### src/rtl/gate_pkg.sv
// Shared definitions for the two-input gate exerciser and its reference model.
package gate_pkg;

  localparam logic [1:0] GATE_AND  = 2'd0;
  localparam logic [1:0] GATE_OR   = 2'd1;
  localparam logic [1:0] GATE_XOR  = 2'd2;
  localparam logic [1:0] GATE_NAND = 2'd3;

  typedef enum logic [1:0] {
    S_IDLE  = 2'd0,
    S_RUN   = 2'd1,
    S_FLUSH = 2'd2,
    S_DONE  = 2'd3
  } state_t;

  // Truth function of the modelled gate.
  function automatic logic gate_eval(input logic [1:0] op, input logic a, input logic b);
    logic y;
    case (op)
      GATE_AND:  y = a & b;
      GATE_OR:   y = a | b;
      GATE_XOR:  y = a ^ b;
      default:   y = ~(a & b);
    endcase
    return y;
  endfunction

endpackage

### src/rtl/gate_ref_model.sv
// Combinational expected-value generator for a two-input gate.
module gate_ref_model
  import gate_pkg::*;
(
  input  logic [1:0] i_op,
  input  logic       i_a,
  input  logic       i_b,
  output logic       o_y
);

  assign o_y = gate_eval(i_op, i_a, i_b);

endmodule

### src/rtl/gate_exerciser.sv
// Drives every a/b combination REPEAT times into a registered gate and
// checks y two cycles after each vector is driven.
module gate_exerciser
  import gate_pkg::*;
#(
  parameter int OP     = 0,
  parameter int REPEAT = 4
) (
  input  logic       clk,
  input  logic       rst,
  input  logic       start,
  input  logic       y_in,
  output logic       a_out,
  output logic       b_out,
  output logic       busy,
  output logic       done,
  output logic       pass,
  output logic [7:0] err_count
);

  localparam int             N       = 4 * REPEAT;
  localparam int             KW      = $clog2(N);
  localparam logic [1:0]     OP_CODE = OP[1:0];
  localparam logic [KW-1:0]  K_LAST  = KW'(N - 1);

  generate
    if (OP < 0 || OP > 3) begin : g_bad_op
      $error("gate_exerciser: OP must be 0..3");
    end
    if (REPEAT < 1 || REPEAT > 1024) begin : g_bad_repeat
      $error("gate_exerciser: REPEAT must be 1..1024");
    end
  endgenerate

  state_t        r_state;
  state_t        w_next;
  logic [KW-1:0] r_k;
  logic          r_flush;
  logic [1:0]    r_vld;
  logic [1:0]    r_exp;
  logic          w_exp;
  logic          w_last;

  assign w_last = (r_k == K_LAST);

  // Expected value for the vector about to be driven (k mod 4 = {a,b}).
  gate_ref_model u_ref (
    .i_op (OP_CODE),
    .i_a  (r_k[1]),
    .i_b  (r_k[0]),
    .o_y  (w_exp)
  );

  // Next-state selection; start only matters in IDLE.
  always_comb begin
    w_next = r_state;
    case (r_state)
      S_IDLE:  if (start) w_next = S_RUN;
      S_RUN:   if (w_last) w_next = S_FLUSH;
      S_FLUSH: if (r_flush) w_next = S_DONE;
      S_DONE:  w_next = S_IDLE;
      default: w_next = S_IDLE;
    endcase
  end

  // State register.
  always_ff @(posedge clk) begin
    if (rst) r_state <= S_IDLE;
    else     r_state <= w_next;
  end

  // Vector drive, 2-stage check pipeline and result registers.
  always_ff @(posedge clk) begin
    if (rst) begin
      a_out     <= 1'b0;
      b_out     <= 1'b0;
      busy      <= 1'b0;
      done      <= 1'b0;
      pass      <= 1'b0;
      err_count <= 8'd0;
      r_k       <= '0;
      r_flush   <= 1'b0;
      r_vld     <= 2'b00;
      r_exp     <= 2'b00;
    end else begin
      done  <= 1'b0;
      a_out <= 1'b0;
      b_out <= 1'b0;
      r_vld <= {r_vld[0], 1'b0};
      r_exp <= {r_exp[0], 1'b0};
      // Stage 2 lines up with the gate's registered response.
      if (r_vld[1] && (y_in != r_exp[1]) && (err_count != 8'hFF))
        err_count <= err_count + 8'd1;
      case (r_state)
        S_IDLE: begin
          if (start) begin
            err_count <= 8'd0;
            pass      <= 1'b0;
            r_k       <= '0;
          end
        end
        S_RUN: begin
          busy           <= 1'b1;
          {a_out, b_out} <= r_k[1:0];
          r_vld[0]       <= 1'b1;
          r_exp[0]       <= w_exp;
          r_k            <= w_last ? '0 : r_k + 1'b1;
          r_flush        <= 1'b0;
        end
        S_FLUSH: begin
          r_flush <= 1'b1;
        end
        S_DONE: begin
          // The final check landed on the previous edge, so err_count is final here.
          busy    <= 1'b0;
          done    <= 1'b1;
          pass    <= (err_count == 8'd0);
          r_flush <= 1'b0;
        end
        default: ;
      endcase
    end
  end

endmodule

### config.mk
export PLATFORM = sky130hd
export DESIGN_NAME = gate_exerciser
export DESIGN_NICKNAME = d
export VERILOG_FILES = /design/src/rtl/gate_pkg.sv /design/src/rtl/gate_ref_model.sv /design/src/rtl/gate_exerciser.sv
export SDC_FILE = /design/constraint.sdc
export NUM_CORES = 1
export LEC_CHECK = 0
export CORE_ASPECT_RATIO = 0.7
export CORE_MARGIN = 1.5
export CORE_UTILIZATION = 35
export CTS_CLUSTER_DIAMETER = 200
export CTS_CLUSTER_SIZE = 10
export DETAILED_ROUTE_END_ITERATION = 7
export GPL_ROUTABILITY_DRIVEN = 0
export PLACE_DENSITY = 0.59
export SETUP_SLACK_MARGIN = 0.3
export SLEW_MARGIN = 40
export SYNTH_ARGS = -nofsm -noshare
export SYNTH_HDL_FRONTEND = slang
export SYNTH_HIERARCHICAL = 1
export SYNTH_SLANG_ARGS = --single-unit
### constraint.sdc
create_clock -name clk -period 1.7 [get_ports clk]
set_input_delay 0.255 -clock clk [delete_from_list [all_inputs] [get_ports clk]]
set_output_delay 0.255 -clock clk [all_outputs]
set_load 0.01 [all_outputs]
==> results_dict.tcl, run 1 <==
set metrics [dict create \
    outcome "completed" \
    routed_wl_um 2930 \
    fmax_mhz 705 \
    seqCellArea_um2 514 \
    holdWs_ns 0.454 \
    ios 17 \
    max_stage_delay_ns 0.51 \
    fin_crit_ns 1.42 \
    synth-main-ff-cell "dfxtp_1" \
    diodes 0 \
    power.density_mw_per_mm2 1050 \
    power_leakage_nw 0.773 \
    die_h_um 51.8 \
    maxCapViolCount 0 \
    hold_viol_final 0 \
    core_mm2 0.00319 \
    dieWidth_um 72.7 \
    syn_area_mm2 0.00119 \
    final-setup-viol-count 0 \
    grt_usage_pct 15.7 \
    grt_max_degree 14 \
    skew_ns 0.00321 \
    drv_slew 0 \
    yosys.cell_types.count 41 \
    routedWlPerCell_um 13.9 \
    grt_pass1_vias 1013 \
    nets 187 \
    min_path_type "register to register" \
    start_kind "register" \
    clock_path_buffers 2 \
    syn_area_per_cell_um2 8.76 \
    final_common_cell "buf_4" \
    hpwl_um 1980 \
    cts_tree "built" \
    critPathRequiredTime_ns 1.90 \
    drt_pass1_iterations 4 \
    clock_latency_ns 0.27 \
    rsz0062_at_grt "true" \
    cp_cell_sequence "and4_4 > nand2_4 > or4_4 > a21oi_2" \
    numCtsBuffers 3 \
    clock-sinks 24 \
    antenna_found_initial 0 \
    critical_path_class "register to register" \
    finalCritPeriodShare_pct 83.4 \
    clkSlewWorstSetupHoldPaths_ns 0.08 \
    peakVddDrop_mv 0.661 \
    row_count 17 \
    grt_overflow 0 \
    htree_levels 1 \
    syn2layout_area_growth_pct 47.6 \
    power_mw 1.85 \
    synth_edf_count 0 \
    worst-path-max-fanout 6 \
    async_flop_share_pct 0 \
    drc 0 \
    grt_pass1_wl_um 4490 \
    synth-seq-area-share_pct 40.3 \
    viasPerCell 4.97 \
    synthCells 136 \
    fill_cells 297 \
    detail-route-antenna-nets 0 \
    yosysWarnings 6 \
    multi_input_area_um2 828 \
    drtIter0Drc 70 \
    cts_root_buffer "clkbuf_8" \
    cp.arrival_ns 1.61 \
    via_count 1049 \
    slowest_stage "or4_4" \
    initial_core_util_pct 37.3 \
    ys_ff_latch 24 \
    drive_above_1_share_pct 34.1 \
    portBuffers 16 \
    design.die.area_mm2 0.00377 \
    final_cell_mix "buf_4 (13), nor2_1 (12), dfxtp_1 (11), dlygate4sd2_1 (11), inv_1 (8)" \
    cp-end-kind "register" \
]
==> logic make-up after synthesis <==
group / synth area share, %
adder cells (fa/ha/maj): 9.45
flip-flops: 40.3
XOR/XNOR: 3.57
other: 0.315
AO/OA/AOI/OAI: 14.0
buffers and inverters: 4.10
multiplexers: 3.36
AND/OR/NAND/NOR: 24.9
==> per-layer routing <==
layer	GRT usage, %	part of all wire (%)
met1	19.6	49
met2	25.2	48
met3	5.23	3.0
met4	5.66	0.24
met5	0	0
==> through the flow <==
step / std cells / util, % / TNS, ns / setup WS, ns / cell area, um^2
global route: 211 / 55.1 / 0 / 0.231 / 1760
detailed placement: 198 / 46.1 / -0.317 / -0.113 / 1470
CTS: 207 / 50.5 / 0 / 0.231 / 1610
global placement: 198 / 46.1 / -0.0660 / -0.0295 / 1470
finish: 211 / 55.1 / 0 / 0.282 / 1760
floorplan: 141 / - / 0 / 0.291 / 1230
==> critical path, delay by kind of cell, from the launching register on <==
kind / cells / cell delay (ns)
and+or+nand+nor: 3 / 0.82
DFF: 1 / 0.38
AOI/OAI and AO/OA: 1 / 0.15
==> worst paths after layout <==
check | cells past startpoint | from | endpoint | slack (ns)
min reg2reg | 1 | r_exp[0] | r_exp[1] | 0.45
min | 1 | r_exp[0] | r_exp[1] | 0.45
max | 4 | err_count[2] | err_count[7] | 0.28
max reg2reg | 4 | err_count[2] | err_count[7] | 0.28
==> report_power, final <==
group          switching [mW]  internal, mW
Sequential             0.0706         0.639
Combinational           0.384         0.366
Clock                   0.178         0.207
==> final cells by class <==
| type | count | area share [%] |
|---|---|---|
| inverter | 9 | 1.92 |
| tap | 38 | 2.70 |
| clock buffer | 4 | 3.13 |
| multi-input combinational | 104 | 47.1 |
| timing repair buffer | 32 | 15.9 |
| sequential | 24 | 29.3 |
==> cell usage after synthesis (all sizes together) (3+ instances only) <==
master,instances,area [um^2]
clkbuf,3,11.3
nor2,12,45.0
nand2b,4,25.0
inv,9,33.8
nor3,7,35.0
nor2b,4,25.0
ha,9,113
nand3,6,30.0
nand2,8,30.0
and2,3,18.8
or4,3,22.5
mux2i,4,40.0
dfxtp,24,480
o21ai,4,20.0
a21oi,7,35.0
==> sequential cells by signal, indices dropped and copies added, names as in the netlist <==
name,count
err_count,8
r_k,4
r_exp,2
r_state,2
r_vld,2
a_out,1
b_out,1
busy,1
done,1
pass,1
r_flush,1
==> repair_timing <==
action,in CTS,in global routing
endpoints found under the hold margin,0,0
buffers inserted,5,3
endpoints found under the setup margin,23,13
hold buffers,0,0
pin swaps,6,6
gates cloned,0,1
resized for setup,30,29
Note: power is estimated with default switching activity, not from simulation.
==> inputs of run 2 (changes only) <==
Settings changed: PLACE_DENSITY 0.59 to 0.61.
Clock period 1.7 ns to 1.1 ns, I/O delays scaled along.
==> run 2 against run 1 <==
The run now ends with setup timing left. Routed wire length grew 21%. First-iteration DRC count is 49% lower. Combinational power grew to 2.8 times the previous value. Critical path type unchanged. Largest power group unchanged.
==> results_dict.tcl, run 2 (same netlist as run 1, synthesis figures left out) <==
set metrics [dict create \
    outcome "finished, violations left" \
    violations "setup timing" \
    grt_pass1_vias 1242 \
    cp-end-kind "register" \
    clock-sinks 24 \
    setup_ws_ns -0.295 \
    skew_ns 0.0156 \
    syn2layout_area_growth_pct 93.7 \
    regMostFlops "err_count" \
    fmax_mhz 717 \
    via_count 1269 \
    portBuffers 16 \
    power_leakage_nw 0.952 \
    row_count 17 \
    final-setup-viol-count 23 \
    drt_pass1_iterations 4 \
    clock_latency_ns 0.27 \
    power.density_mw_per_mm2 1640 \
    routedWlPerCell_um 14.4 \
    viasPerCell 5.16 \
    cp.arrival_ns 1.61 \
    grt_usage_pct 18.9 \
    worst-path-max-fanout 6 \
    drtIter0Drc 36 \
    dieWidth_um 72.7 \
    final_common_cell "buf_6" \
    maxCapViolCount 0 \
    start_kind "register" \
    finalCritPeriodShare_pct 127 \
    cp_cell_sequence "and4_4 > nand2_2 > or4_4 > a21oi_2" \
    hold_viol_final 0 \
    cts_root_buffer "clkbuf_8" \
    dpl_worst_slack_ns -0.562 \
    cp_num_buf_inv 0 \
    detail-route-antenna-nets 0 \
    clock_path_buffers 2 \
    fin_crit_ns 1.40 \
    design.die.area_mm2 0.00377 \
    die_h_um 51.8 \
    critical_path_class "register to register" \
    numCtsBuffers 3 \
    drv_slew 0 \
    hpwl_um 2300 \
    rsz0062_at_grt "true" \
    clkSlewWorstSetupHoldPaths_ns 0.10 \
    core_mm2 0.00319 \
    reg_top3 "err_count: 8 flops, r_k: 4 flops" \
    power_mw 3.79 \
    grt_overflow 0 \
    critPathRequiredTime_ns 1.31 \
    routed_wl_um 3530 \
    nets 222 \
    final_cell_mix "buf_6 (35), buf_4 (26), nor2_1 (10)" \
    grt_pass1_wl_um 5470 \
    drive_above_1_share_pct 65.9 \
    grt_max_degree 14 \
    min_path_type "input pin to register" \
    largest_register_ffs 8 \
    slowest_stage "or4_4" \
    ios 17 \
    fin_area_mm2 0.00231 \
    placed_area_mm2 0.00179 \
    drc 0 \
    antenna_found_initial 0 \
    max_stage_delay_ns 0.51 \
    diodes 0 \
    htree_levels 1 \
    fin_util_pct 72.3 \
    cpLargestDelayFamily "simple AND/OR/NAND/NOR gates" \
    peakVddDrop_mv 0.928 \
    cts_tree "built" \
    initial_core_util_pct 37.3 \
]
[run 2: changes by cell type in the layout (fill, tap and decap cells not counted), sizes merged]
cell | before | now
dlymetal6s2s | 3 | 0
clkdlybuf4s50 | 2 | 0
buf | 16 | 64
dlygate4sd2 | 11 | 3
[run 2: metrics by stage]
step	TNS [ns]	hold slack, ns	cells
2_1_floorplan	-1.90	0.236	141
3_3_place_gp	-6.42	0.421	223
3_5_place_dp	-6.97	0.431	223
4_1_cts	-2.80	0.308	238
5_1_grt	-4.47	0.330	246
6_report	-3.26	0.331	246
[run 2: layout make-up]
| class | count | area (um^2) |
|---|---|---|
| multi-input combinational | 104 | 1000 |
| fill | 221 | 883 |
| timing repair buffer | 67 | 646 |
| sequential | 24 | 520 |
| tap | 38 | 47.5 |
| clock buffer | 4 | 45.0 |
| inverter | 9 | 43.8 |
[run 2: path summary, 6_finish.rpt]
check	from	to	slack, ns	depth (start not counted)
hold / removal	rst	r_k[0]	0.33	2
hold reg to reg	r_exp[0]	r_exp[1]	0.44	1
setup reg to reg	err_count[4]	err_count[7]	-0.30	4
setup / recovery	err_count[4]	err_count[7]	-0.30	4
[run 2: report_power, final]
part           leakage [nW]  switching, mW  internal (mW)
sequential            0.205          0.110           1.00
clock                0.0228          0.295          0.259
combinational         0.724          0.971           1.15
[run 2: timing repair]
item                       4_1_cts  5_1_grt
setup buffers                   11        8
gates cloned                     0        0
resized for setup              117       32
pin swaps                       17       13
hold buffers                     0        0
setup endpoints to repair       36       35
[run 2: metal layers]
metal	vias to the layer above	GRT usage, %	part of all wire (%)
met5	-	0	0
met4	0	5.03	2.0
met3	8	4.84	3.3
met2	31	33.3	50
met1	611	23.0	45
li1	619	-	-
==> inputs of run 3 (changes only) <==
Settings changed: PLACE_DENSITY 0.61 to 0.67.
==> run 3 against run 2 <==
The run still ends with setup timing left. Count of clock-buffer cells in the layout is the same. Sequential cell count is the same. Routed wire length grew 10%. Critical path depth grew 2. Core utilization grew 0.59 points. Largest power group unchanged. Highest routed layer unchanged.
==> results_dict.tcl, run 3 (same netlist as run 1, synthesis figures left out) <==
set metrics [dict create \
    outcome "finished, violations left" \
    violations "setup timing" \
    combPwrFrac_pct 58.4 \
    cp_num_buf_inv 2 \
    grt_usage_pct 19.0 \
    r2r.worst_path.cells 6 \
    critPathRequiredTime_ns 1.26 \
    drt_pass1_iterations 4 \
    htree_levels 1 \
    reg_top3 "err_count: 8 flops, r_k: 4 flops" \
    clkPwrFrac_pct 13.5 \
    design.die.area_mm2 0.00377 \
    regMostFlops "err_count" \
    critical_path_class "register to register" \
    switching_share_pct 36.2 \
    clkSlewWorstSetupHoldPaths_ns 0.09 \
    row_count 17 \
    sequentialPowerShare_pct 28.1 \
    grt_pass1_vias 1193 \
    power.density_mw_per_mm2 1720 \
    cts_tree "built" \
    postCtsHoldBufs 0 \
    peakVddDrop_mv 1.03 \
    portBuffers 16 \
    intPower_mw 2.56 \
    cts_root_buffer "clkbuf_8" \
    numCtsBuffers 3 \
    finalCritPeriodShare_pct 128 \
    slowest_stage "dfxtp_4" \
    holdWs_ns 0.265 \
    final-setup-viol-count 24 \
    dieWidth_um 72.7 \
    dpl_worst_slack_ns -0.553 \
    regToRegStartpoint "err_count[2]" \
    drtIter0Drc 76 \
    hold_depth 2 \
    cp.arrival_ns 1.58 \
    min_path_type "input pin to register" \
    rsz0062_at_grt "true" \
    nets 228 \
    diodes 0 \
    initial_core_util_pct 37.3 \
    skew_ns 0.00852 \
    final_common_cell "buf_6" \
    clock-sinks 24 \
    via_count 1283 \
    drc 0 \
    maxCapViolCount 0 \
    drive_above_1_share_pct 62.6 \
    final_cell_mix "buf_6 (36), buf_4 (30), dfxtp_4 (10)" \
    max_stage_delay_ns 0.36 \
    p_switching_mw 1.45 \
    hold_viol_final 0 \
    antenna_found_initial 0 \
    clock_latency_ns 0.27 \
    fin_crit_ns 1.41 \
    worstHoldEndpoint "r_k[0]" \
    detail-route-antenna-nets 0 \
    rr_endpoint "err_count[1]" \
    post-place-cells 227 \
    setup_ws_ns -0.313 \
    cp_cell_sequence "buf_6 > nand4_1 > o211ai_4 > buf_6 > mux2i_1 > nor2_1" \
    core_mm2 0.00319 \
    syn2layout_area_growth_pct 95.3 \
    worst-path-max-fanout 5 \
    fin_util_pct 72.9 \
    cpLargestDelayFamily "flip-flops" \
    viasPerCell 5.09 \
    ios 17 \
    start_kind "register" \
    power_leakage_nw 0.988 \
    r2r_slack_ns -0.31 \
    drv_slew 0 \
    cpMostUsedCell "buf_6" \
    grt_pass1_wl_um 5500 \
    instances_no_fill 252 \
    cp-end-kind "register" \
    fmax_mhz 708 \
    fill_cells 223 \
    hold_start "rst" \
    hpwl_um 2230 \
    clock_path_buffers 2 \
    die_h_um 51.8 \
    grt_overflow 0 \
    grt_max_degree 14 \
    fin_tns_setup_ns -3.63 \
    largest_register_ffs 8 \
    routed_wl_um 3900 \
    routedWlPerCell_um 15.5 \
]
## run 3: changes by cell type in the layout (fill, tap and decap cells not counted), sizes merged
cell and change:
dlymetal6s2s +1, buf +6, dlygate4sd2 -1
## run 3: worst register-to-register path: cells and delay by family, from the launching register on
kind,cells,cell delay [ns]
muxes,1,0.21
and+or+nand+nor,2,0.21
DFF,1,0.36
AOI/OAI and AO/OA,1,0.26
buffers and inverters,2,0.27
## run 3: routing by layer
metal | GRT usage [%] | wire length, um | vias up
li1 | - | - | 628
met1 | 22.4 | 1620 | 605
met2 | 36.1 | 2070 | 40
met3 | 3.68 | 148 | 10
met4 | 3.77 | 65 | 0
met5 | 0 | 0 | -
## run 3: worst max-delay path by stage
stage,from,end,slack [ns],cells after the start
global route,r_state[1],r_state[1],-0.39,6
global placement,y_in,err_count[5],-0.50,6
detailed placement,y_in,err_count[5],-0.55,6
CTS,err_count[3],err_count[7],-0.27,4
floorplan,err_count[5],err_count[2],-0.24,4
finish,err_count[2],err_count[1],-0.31,6
## run 3: what timing repair did
item / CTS / global route
resized for setup: 112 / 32
endpoints found under the setup margin: 35 / 35
pin swaps: 17 / 14
setup buffers: 9 / 12
## run 3: power by group through the flow
stage | Sequential [mW] | Clock [mW] | Combinational, mW
final | 1.13 | 0.541 | 2.34
after floorplan | 1.13 | 0 | 1.03
after detailed placement | 1.11 | 0 | 1.47
after CTS | 1.13 | 0.545 | 1.88
after global placement | 1.11 | 0 | 1.42
after global routing | 1.14 | 0.598 | 2.50
## run 3: layout make-up
type                       instances  area (um^2)  share of cell area [%]
clock buffer                       4         45.0                    1.94
timing repair buffer              73          691                    29.7
inverter                           9         43.8                    1.88
tap                               38         47.5                    2.04
multi-input combinational        104          975                    41.9
sequential                        24          524                    22.5
## run 3: stage by stage
step / total power [mW] / area (um^2)
4_1_cts: 3.55 / 2090
6_report: 4.01 / 2330
3_3_place_gp: 2.53 / 1800
3_5_place_dp: 2.58 / 1800
5_1_grt: 4.25 / 2330
2_1_floorplan: 2.16 / 1380
